--- src/rtl/shift_pkg.sv ---
// Shared definitions for the shift arbiter slice.
//   - Shift operation encodings driven on reqN_op / op.
//   - Port identifiers used for the round-robin pointer and result tag.
package shift_pkg;

    localparam logic [1:0] OP_LSL = 2'b00;  // logical left, zero-fill at LSB
    localparam logic [1:0] OP_LSR = 2'b01;  // logical right, zero-fill at MSB
    localparam logic [1:0] OP_ASR = 2'b10;  // arithmetic right, sign-fill
    localparam logic [1:0] OP_ROR = 2'b11;  // rotate right

    localparam logic PORT0 = 1'b0;
    localparam logic PORT1 = 1'b1;

endpackage

--- src/rtl/shift_core_16bit.sv ---
// Combinational 16-bit shifter built from four constant-distance stages
// (8, 4, 2, 1). Each stage either passes its input or applies the selected
// op by its fixed distance, controlled by one bit of amt.
// Ports:
//   in  [15:0]  operand
//   amt [3:0]   shift amount 0..15
//   op  [1:0]   OP_LSL / OP_LSR / OP_ASR / OP_ROR
//   out [15:0]  shifted result
module shift_core_16bit
    import shift_pkg::*;
(
    input  logic [15:0] in,
    input  logic [3:0]  amt,
    input  logic [1:0]  op,
    output logic [15:0] out
);

    logic [15:0] stage [0:4];

    assign stage[0] = in;

    for (genvar gi = 0; gi < 4; gi++) begin : gen_stage
        localparam int SH = 8 >> gi;
        logic [15:0] shifted;

        // ASR stays correct across stages: the MSB of every intermediate
        // value is still the original sign bit, so sign-fill composes.
        always_comb begin
            case (op)
                OP_LSL:  shifted = stage[gi] << SH;
                OP_LSR:  shifted = stage[gi] >> SH;
                OP_ASR:  shifted = $signed(stage[gi]) >>> SH;
                default: shifted = (stage[gi] >> SH) | (stage[gi] << (16 - SH));
            endcase
        end

        assign stage[gi+1] = amt[3-gi] ? shifted : stage[gi];
    end

    assign out = stage[4];

endmodule

--- src/rtl/shift_unit_arbiter.sv ---
// Two-port round-robin arbiter in front of one shared 16-bit shifter, with a
// one-entry registered result buffer tagged by the issuing port.
// Ports:
//   clk, rst                       clock, synchronous active-high reset
//   reqN_valid/ready/data/amt/op   request port N (N = 0, 1), valid/ready
//   res_valid/ready/data/id        result buffer, valid/ready, port tag
// A result appears one cycle after its request fires. The buffer can be
// reloaded in the same cycle it is consumed, giving one result per cycle.
module shift_unit_arbiter
    import shift_pkg::*;
#(
    parameter int WIDTH     = 16,
    parameter int SHW       = 4,
    parameter int PRIO_INIT = 0
) (
    input  logic             clk,
    input  logic             rst,
    input  logic             req0_valid,
    output logic             req0_ready,
    input  logic [WIDTH-1:0] req0_data,
    input  logic [SHW-1:0]   req0_amt,
    input  logic [1:0]       req0_op,
    input  logic             req1_valid,
    output logic             req1_ready,
    input  logic [WIDTH-1:0] req1_data,
    input  logic [SHW-1:0]   req1_amt,
    input  logic [1:0]       req1_op,
    output logic             res_valid,
    input  logic             res_ready,
    output logic [WIDTH-1:0] res_data,
    output logic             res_id
);

    logic             rr_ptr_reg, rr_ptr_next;
    logic             res_valid_reg, res_valid_next;
    logic [WIDTH-1:0] res_data_reg, res_data_next;
    logic             res_id_reg, res_id_next;

    logic             can_load;
    logic             grant0, grant1;
    logic             fire0, fire1;
    logic [WIDTH-1:0] mux_data;
    logic [SHW-1:0]   mux_amt;
    logic [1:0]       mux_op;
    logic [WIDTH-1:0] shift_out;

    // Buffer accepts a new result when empty or being drained this cycle.
    assign can_load = !res_valid_reg || res_ready;

    // A lone requester always wins; on contention rr_ptr picks the winner.
    assign grant0 = req0_valid && (!req1_valid || rr_ptr_reg == PORT0);
    assign grant1 = req1_valid && (!req0_valid || rr_ptr_reg == PORT1);

    assign req0_ready = !rst && can_load && grant0;
    assign req1_ready = !rst && can_load && grant1;

    assign fire0 = req0_valid && req0_ready;
    assign fire1 = req1_valid && req1_ready;

    // grant0/grant1 are mutually exclusive, so grant1 alone selects the operand.
    assign mux_data = grant1 ? req1_data : req0_data;
    assign mux_amt  = grant1 ? req1_amt  : req0_amt;
    assign mux_op   = grant1 ? req1_op   : req0_op;

    shift_core_16bit u_core (
        .in  (mux_data),
        .amt (mux_amt),
        .op  (mux_op),
        .out (shift_out)
    );

    always_comb begin
        rr_ptr_next    = rr_ptr_reg;
        res_valid_next = res_valid_reg;
        res_data_next  = res_data_reg;
        res_id_next    = res_id_reg;
        if (fire0 || fire1) begin
            res_data_next  = shift_out;
            res_id_next    = fire1 ? PORT1 : PORT0;
            res_valid_next = 1'b1;
            // Hand priority to the port that did not just win.
            rr_ptr_next    = fire1 ? PORT0 : PORT1;
        end else if (res_ready) begin
            res_valid_next = 1'b0;
        end
    end

    always_ff @(posedge clk) begin
        if (rst) begin
            rr_ptr_reg    <= 1'(PRIO_INIT);
            res_valid_reg <= 1'b0;
            res_data_reg  <= '0;
            res_id_reg    <= 1'b0;
        end else begin
            rr_ptr_reg    <= rr_ptr_next;
            res_valid_reg <= res_valid_next;
            res_data_reg  <= res_data_next;
            res_id_reg    <= res_id_next;
        end
    end

    assign res_valid = res_valid_reg;
    assign res_data  = res_data_reg;
    assign res_id    = res_id_reg;

endmodule

--- config.mk ---
export PLATFORM = sky130hd
export DESIGN_NAME = shift_unit_arbiter
export DESIGN_NICKNAME = d
export VERILOG_FILES = /design/src/rtl/shift_pkg.sv /design/src/rtl/shift_core_16bit.sv /design/src/rtl/shift_unit_arbiter.sv
export SDC_FILE = /design/constraint.sdc
export NUM_CORES = 1
export LEC_CHECK = 0
export BUFFER_PORTS_ARGS = -buffer_cell sky130_fd_sc_hd__buf_2
export CELL_PAD_IN_SITES_DETAIL_PLACEMENT = 1
export CELL_PAD_IN_SITES_GLOBAL_PLACEMENT = 1
export CORE_MARGIN = 2
export CORE_UTILIZATION = 41
export CTS_CLUSTER_DIAMETER = 150
export CTS_CLUSTER_SIZE = 12
export DETAILED_ROUTE_END_ITERATION = 10
export HOLD_SLACK_MARGIN = 0.06
export PLACE_DENSITY = 0.81
export SETUP_SLACK_MARGIN = 0.05
export SLEW_MARGIN = 10
export SYNTH_ARGS = -nofsm -noshare
export SYNTH_HDL_FRONTEND = slang
export SYNTH_SLANG_ARGS = --single-unit
--- constraint.sdc ---
create_clock -name clk -period 3.1 [get_ports clk]
set_input_delay 0.31 -clock clk [delete_from_list [all_inputs] [get_ports clk]]
set_output_delay 0.31 -clock clk [all_outputs]
set_load 0.01 [all_outputs]
# Word level (Yosys, flattened, before mapping)
# Cells that the tools add are included.
# word_totals
out_inout_bits	20
elab_cells	43
reg_bits	19
# op_classes
muxes	15
bitwise	5
n_reduce_logical	17
n_eq_ne	2
# op_table
operator	n
$pmux W16 S3	4
$mux W16	5
$or A12 B16 Y16	1
$or A14 B16 Y16	1
$or A15 B16 Y16	1
$or A8 B16 Y16	1
$logic_and A1 B1 Y1	7
$logic_not A1 Y1	4
$logic_or A1 B1 Y1	4
$mux W1	4
$mux W4	1
$eq A2 B1 Y1 const B	1
$eq A2 B2 Y1 const B	1
$logic_not A2 Y1	1
$mux W2	1
$reduce_bool A2 Y1	1
$not A1 Y1	1

# Longest topological paths before layout
# Gate-level depths: netlist of the first run.
# logic_depth
depth_word	16
ltp_mapped	12

# By module
# A second synthesis of the first run with hierarchy kept.
# hier_totals
hier_cells	437
hier_area_um2	3121.7
# modules_own_cells
module	instances	cells_per_inst	area_each_um2
shift_core_16bit	1	318	1951.9
shift_unit_arbiter	1	119	1169.9

# Least setup slack after synthesis of the first run
# OpenSTA, ideal clock, no wires.
# synth_path
path_type	input port to flip-flop
start	input port req1_op[1]
end	register res_data_reg[2], in the netlist res_data[2]
path_slack_ns	0.850
arrival_time_ns	2.116
path_buffers	1
path_stages	9
cell_sequence	buf_2 o21a_1 a2111oi_0 nor4_1 a22o_1 a221oi_1 nor2_1 a211oi_1 a2111oi_1
# synth_between
elab_chain_len	13
word_cells_on_any_way	15
cone_classes	2 x eq/ne; 9 x mux; 3 x bitwise; 1 x reduce/logical
# synth_lines
element	line_no	text
from (decl)	shift_unit_arbiter.sv:27	input logic [1:0] req1_op,
$mux W2 *	shift_unit_arbiter.sv:63	assign mux_op = grant1 ? req1_op : req0_op;
$eq A2 B2 Y1 (tied with other cells)	shift_core_16bit.sv:29	case (op)
$pmux W16 S3	shift_core_16bit.sv:29	
$mux W16	shift_core_16bit.sv:37	assign stage[gi+1] = amt[3-gi] ? shifted : stage[gi];
$or A12 B16 Y16	shift_core_16bit.sv:33	default: shifted = (stage[gi] >> SH) | (stage[gi] << (16 - SH));
$pmux W16 S3	shift_core_16bit.sv:29	
$mux W16	shift_core_16bit.sv:37	
$or A14 B16 Y16	shift_core_16bit.sv:33	
$pmux W16 S3	shift_core_16bit.sv:29	
$mux W16	shift_core_16bit.sv:37	
$or A15 B16 Y16	shift_core_16bit.sv:33	
$pmux W16 S3	shift_core_16bit.sv:29	
$mux W16 *	shift_core_16bit.sv:37	
to (signal assigned)	shift_unit_arbiter.sv:97	res_data_reg <= res_data_next;
to (decl)	shift_unit_arbiter.sv:36	logic [WIDTH-1:0] res_data_reg, res_data_next;
# Mark *: on every way between the ends. The rest lies on a longest branch, timed or not.
# A chain may end at the register's enable or synchronous reset.

# Final worst setup path of the first run
# layout_path
start	register rr_ptr_reg
end	register res_data_reg[8], in the netlist res_data[8]
# layout_between
elab_chain_len	15
word_cells_on_any_way	28
cone_classes	2 x eq/ne; 11 x mux; 5 x bitwise; 10 x reduce/logical
# layout_lines
element	line_no	text
from (decl)	shift_unit_arbiter.sv:34	logic rr_ptr_reg, rr_ptr_next;
from (signal assigned)	shift_unit_arbiter.sv:90	rr_ptr_reg <= 1'(PRIO_INIT);
from (signal assigned)	shift_unit_arbiter.sv:95	rr_ptr_reg <= rr_ptr_next;
$logic_or A1 B1 Y1	shift_unit_arbiter.sv:52	assign grant1 = req1_valid && (!req0_valid || rr_ptr_reg == PORT1);
$logic_and A1 B1 Y1	shift_unit_arbiter.sv:52	
$mux W2 or $mux W16 (tied branches)	shift_unit_arbiter.sv:63, shift_unit_arbiter.sv:61	
$eq A2 B2 Y1 (tied with other cells)	shift_core_16bit.sv:29	
$pmux W16 S3	shift_core_16bit.sv:29	
$mux W16	shift_core_16bit.sv:37	
$or A12 B16 Y16	shift_core_16bit.sv:33	
$pmux W16 S3	shift_core_16bit.sv:29	
$mux W16	shift_core_16bit.sv:37	
$or A14 B16 Y16	shift_core_16bit.sv:33	
$pmux W16 S3	shift_core_16bit.sv:29	
$mux W16	shift_core_16bit.sv:37	
$or A15 B16 Y16	shift_core_16bit.sv:33	
$pmux W16 S3	shift_core_16bit.sv:29	
$mux W16	shift_core_16bit.sv:37	
# Several ways; a longest one is shown, not always the timed one.

==> out/qor.txt, run 1 <==
Status: completed
First-pass GRT wire length: 26,300 microns
Core ar.: 8640 sq um
RSZ-0062 raised after global routing: false
Unique masters post-synth: 81
Maxcap violations: 0
Worst Hold Class: in -> reg
DIE AREA: 9560 sq um
Hold path start: res_ready
DP HPWL: 13,000 microns
Register bit total from synthesis: 19
Die H: 97.8 microns
Final GP Congestion: 0.976
Routed WL: 16,600 microns
Vias: 4,971
Post-Syn Nets: 571
Max Slew Vio Count: 0
Cell area after synthesis: 3610 sq um
Slew headroom: 55.3%
DR WL/cell: 24.2 microns
Critical path class: reg -> reg
EDFF count, synth: 0
Worst path cell trace: nand2b_1 -> buf_12 -> a21oi_1 -> nor2_4 -> buf_4 -> nand2_1 -> o211ai_2 -> a21oi_1 -> or4_1 -> a311oi_1
CP Data Arrival Time: 3.04 ns
Worst setup SP type: register
Slowest-stage cell, CP: dfxtp_1
Vias per cell: 7.24
Main synth FF type: dfxtp_1
Reg2reg start: rr_ptr_reg
Final min period: 2.87 ns
GRT Overall Usage: 33.8%
CP startpoint: rr_ptr_reg
Most common cell after layout, fill and taps aside: buf_2
Synth top area share: 10.5%
Die W: 97.8 microns
Layout area overhead: 14.5%
Initial DRC count: 590
Top cells by area, synth: dfxtp_1, a21oi_1, mux2i_1
Initial Util: 41.8%
Clock transition at path regs: 0.07 ns
TritonCTS Buffers: 3
First-pass iteration count of the detailed router: 5
Worst Tran Pin Value: 0.666 ns
Clock Skew: 0.00116 ns
Clock latency on the worst-skew pair: 0.26 ns
I/O Pins: 69
Post-Place Setup Slack: 0.153 ns
Power Total: 1.31 mW
Largest net degree at the start of global routing: 30
Antenna violations before repair: 0
Most frequent cells in the layout: buf_2, nor2_1, nand2_1
Overflow after GRT: 0
Synth warn: 0
CP max stage delay: 0.43 ns
Max FO, Critical Path: 23
Root Buffer: clkbuf_8
Final Non-Filler Cells: 687
Clk sinks: 19
Antenna viol nets, final: 0
Syn_area_per_cell: 6.91 sq um
Sequential fraction of the synthesis area: 10.5%
Syn Inst Count: 522
Setup TNS Final: 0 ns
Post-route design area: 4130 sq um
Antenna cells: 0
Max reg flops: 16
Hold_buf cts: 0
Crit end category: register
Max Clk Rate: 0.348 GHz
# setup viols final: 0
Placed Area: 4080 sq um
Number of instances in the placed design: 683
Row count: 34
Vias in the first global route: 4,863
Post-synth top area cell: dfxtp_1
Max Buffers Root-to-Sink: 2
DR DRC count: 0
PortBufs: 68
Layout cells sized above 1: 23.5%
Post-route setup slack: 0.228 ns
CTS tree: done
Most frequent cell on the critical path: a21oi_1
Data required, critical path: 3.27 ns
Tcrit/Tclk final: 92.6%
H-tree depth: 1
Worst VDD drop: 0.138 mV
Final hold vios: 0
Nets: 629
P_leak: 1.64 nW
Async S/R FF share, synth: 0%
P per Cell Area: 317 nW/um^2
[critical path: cells and delay by family (launching register included)]
family,cells,cell delay (ns)
flip-flops,1,0.43
buffers and inverters,2,0.47
AND/OR/NAND/NOR,4,1.02
AO/OA/AOI/OAI,4,0.84
[metrics by stage]
stage / util [%] / hold slack, ns
CTS: 47.7 / 0.382
floorplan: - / 0.479
global placement: 47.2 / 0.456
detailed placement: 47.2 / 0.463
finish: 47.8 / 0.392
global route: 47.8 / 0.414
[final timing paths]
| path | end | slack, ns | depth (start not counted) |
|---|---|---|---|
| max | res_data[8] | 0.23 | 10 |
| min | rr_ptr_reg | 0.39 | 4 |
| max reg2reg | res_data[8] | 0.23 | 10 |
| min reg2reg | res_id | 0.47 | 2 |
[power by group]
group / internal, mW / total [mW] / switching (mW)
Sequential: 0.270 / 0.284 / 0.0140
Clock: 0.0894 / 0.177 / 0.0879
Combinational: 0.300 / 0.847 / 0.547
Total: 0.660 / 1.31 / 0.649
[Yosys cell counts, types with 6 or more instances]
master,n
nor4_1,9
o21ai_0,26
a22oi_1,7
nand3_1,12
nor2_1,57
a21oi_1,44
a211oi_1,21
a221oi_1,10
o31ai_1,6
clkbuf_1,11
nand2_1,50
nor2b_1,13
dfxtp_1,19
mux2_2,8
nand2b_1,8
o21ai_1,12
buf_2,25
mux2i_1,22
nor3_1,16
a2111oi_0,12
buf_4,6
[cell families after synthesis]
logic type      share of synthesized area, %
compound gates                          44.2
xor+xnor                               0.486
buf+inv                                 8.15
flops                                   10.5
mux                                     8.91
simple gates                            27.7
[routing by layer]
metal | track usage [%] | wire (microns) | vias to the layer above
met5 | 0 | 0 | -
met3 | 5.87 | 1810 | 83
li1 | - | - | 2141
met1 | 45.0 | 6680 | 2357
met2 | 54.0 | 7270 | 390
met4 | 14.6 | 866 | 0
[area by class of cell]
type | instances | area [sq um]
Clock inverter | 1 | 5.00
Tap cell | 108 | 135
Inverter | 6 | 22.5
Sequential cell | 19 | 380
Clock buffer | 3 | 41.3
Timing Repair Buffer | 101 | 601
Fill cell | 1167 | 4510
Multi-Input combinational cell | 449 | 2940
[what timing repair did]
item / in CTS / in global routing
hold endpoints to repair: 0 / 0
gates resized for setup: 0 / 1
setup endpoints to repair: 0 / 1
setup buffers: 0 / 0
(Power assumes the default switching activity.)
==> inputs of run 2 (changes only) <==
--- a/config.mk
+++ b/config.mk
@@ -8,7 +8,7 @@
 export BUFFER_PORTS_ARGS = -buffer_cell sky130_fd_sc_hd__buf_2
 export CELL_PAD_IN_SITES_DETAIL_PLACEMENT = 1
 export CELL_PAD_IN_SITES_GLOBAL_PLACEMENT = 1
-export CORE_MARGIN = 2
+export CORE_MARGIN = 1
 export CORE_UTILIZATION = 41
 export CTS_CLUSTER_DIAMETER = 150
 export CTS_CLUSTER_SIZE = 12
==> run 2 against run 1 <==
  * Clock power is 9.6% higher
  * Core utilization is 1.9 points higher
  * Final cell count is 0.29% higher
  * Sequential share of layout area is 0.086 points lower
  * Setup slack better by 0.0087 ns
  * Via count is 0.60% lower
  * Flip-flop and latch count stayed put
  * Hold slack worse by 0.051 ns
  * Largest cell class unchanged
==> out/qor.txt, run 2 (synthesis results as in run 1) <==
Most common cell after layout, fill and taps aside: buf_2
Status: completed
P per Cell Area: 321 nW/um^2 (+1.2%)
Vias per cell: 7.17 (-0.89%)
Max Slew Vio Count: 0 (unchanged)
Post-Place Setup Slack: 0.188 ns (+0.0352 ns)
Final min period: 2.86 ns (-0.00870 ns)
Reg area: 380 sq um (unchanged)
Area occupied by multi-input gates: 2940 sq um (-0.25%)
Overflow after GRT: 0 (unchanged)
Tcrit/Tclk final: 92.4% (-0.28 points)
PortBufs: 68 (unchanged)
Maxcap violations: 0 (unchanged)
Die H: 95.8 microns (-2.0%)
Clock transition at path regs: 0.09 ns (+0.02 ns)
Worst setup SP type: register
RSZ-0062 raised after global routing: false
Critical path class: reg -> reg
CP Data Arrival Time: 3.05 ns (about the same)
H-tree depth: 1 (unchanged)
Slew headroom: 50.7% (-4.5 points)
DR WL/cell: 24.7 microns (+1.9%)
P_leak: 1.66 nW (+1.7%)
First-pass iteration count of the detailed router: 6 (+1)
Setup Fix Bufs, Post-CTS: 0 (unchanged)
Post-route setup slack: 0.237 ns (+0.00870 ns)
Routed WL: 17,000 microns (+2.2%)
Final GP Congestion: 1.09 (+11%)
Worst Hold Class: in -> reg
Vias in the first global route: 4,739 (-2.5%)
# setup viols final: 0 (unchanged)
Max FO, Critical Path: 26 (+13%)
WHS: 0.341 ns (-0.0513 ns)
Antenna violations before repair: 0 (unchanged)
GRT Overall Usage: 37.8% (+4.0 points)
Layout cells sized above 1: 24.0% (+0.48 points)
Root Buffer: clkbuf_8
Slowest-stage cell, CP: a2111oi_2
DIE AREA: 9180 sq um (-4.0%)
CP max stage delay: 0.47 ns (+0.04 ns)
Data required, critical path: 3.29 ns (+0.02 ns)
DP HPWL: 13,400 microns (+3.2%)
Final hold vios: 0 (unchanged)
Antenna viol nets, final: 0 (unchanged)
Clock Skew: 0.00569 ns (+0.00453 ns)
Number of instances in the placed design: 685 (+0.29%)
Worst Tran Pin Value: 0.721 ns (+0.0546 ns)
Nets: 634 (+0.79%)
Vias: 4,941 (-0.60%)
I/O Pins: 69 (unchanged)
Final Non-Filler Cells: 689 (+0.29%)
Initial DRC count: 573 (-2.9%)
TritonCTS Buffers: 3 (unchanged)
Most frequent cells in the layout: buf_2, nor2_1, nand2_1
Clk sinks: 19 (unchanged)
First-pass GRT wire length: 26,100 microns (-0.61%)
Setup TNS Final: 0 ns (unchanged)
Largest net degree at the start of global routing: 34 (+13%)
End-of-flow core utilization: 49.7% (+1.9 points)
Max reg flops: 16 (unchanged)
Antenna cells: 0 (unchanged)
Clock latency on the worst-skew pair: 0.27 ns (about the same)
Crit end category: register
Core ar.: 8380 sq um (-2.9%)
Die W: 95.8 microns (-2.0%)
Max Clk Rate: 0.349 GHz (+0.30%)
Layout area overhead: 15.5%
Worst path cell trace: nand2b_1 -> buf_12 -> nand3_1 -> nand2_1 -> buf_4 -> a2111oi_2 -> nor3_1 -> a21oi_1 -> nand3_1 -> a311oi_2
CTS tree: done
DR DRC count: 0 (unchanged)
Most frequent cell on the critical path: nand3_1
Post_cts resized: 0 (unchanged)
Worst VDD drop: 0.159 mV (+15%)
Initial Util: 43.0% (+1.3 points)
Fill cell count: 1,141 (-2.2%)
Row count: 33 (-2.9%)
Max Buffers Root-to-Sink: 2 (unchanged)
Hold_buf cts: 0 (unchanged)
## run 2: final timing paths
kind / from / endpoint / slack [ns] / cells after the start
setup / recovery: rr_ptr_reg / res_data[6] / 0.24 / 10
hold reg to reg: res_id / res_id / 0.48 / 2
hold / removal: res_ready / res_valid / 0.34 / 3
setup reg to reg: rr_ptr_reg / res_data[6] / 0.24 / 10
## run 2: where the power goes
group / internal (mW) / switching [mW]
combinational: 0.309 / 0.549
sequential: 0.270 / 0.0147
clock: 0.0900 / 0.104
## run 2: layout make-up
cell class / count / share of cell area [%]
clock buffer: 3 / 0.991
inverter: 6 / 0.540
timing repair buffer: 106 / 15.6
multi-input combinational: 449 / 70.5
clock inverter: 1 / 0.120
tap: 105 / 3.15
sequential: 19 / 9.13
## run 2: metal layers
metal | GRT usage, % | part of all wire (%) | up-vias
li1 | - | - | 2167
met1 | 49.1 | 41 | 2361
met2 | 60.4 | 45 | 343
met3 | 7.82 | 10 | 70
met4 | 16.0 | 4.2 | 0
met5 | 0 | 0 | -
## run 2: critical path, delay by kind of cell (launching register included)
kind	cells	cell delay, ns
compound gates	3	1.00
simple gates	5	0.96
buf+inv	2	0.46
flops	1	0.36
## run 2: metrics by stage
step                area, sq um  power [mW]
global placement           4120        1.10
finish                     4170        1.34
floorplan                  3610       0.823
global route               4170        1.40
detailed placement         4120        1.11
CTS                        4170        1.30
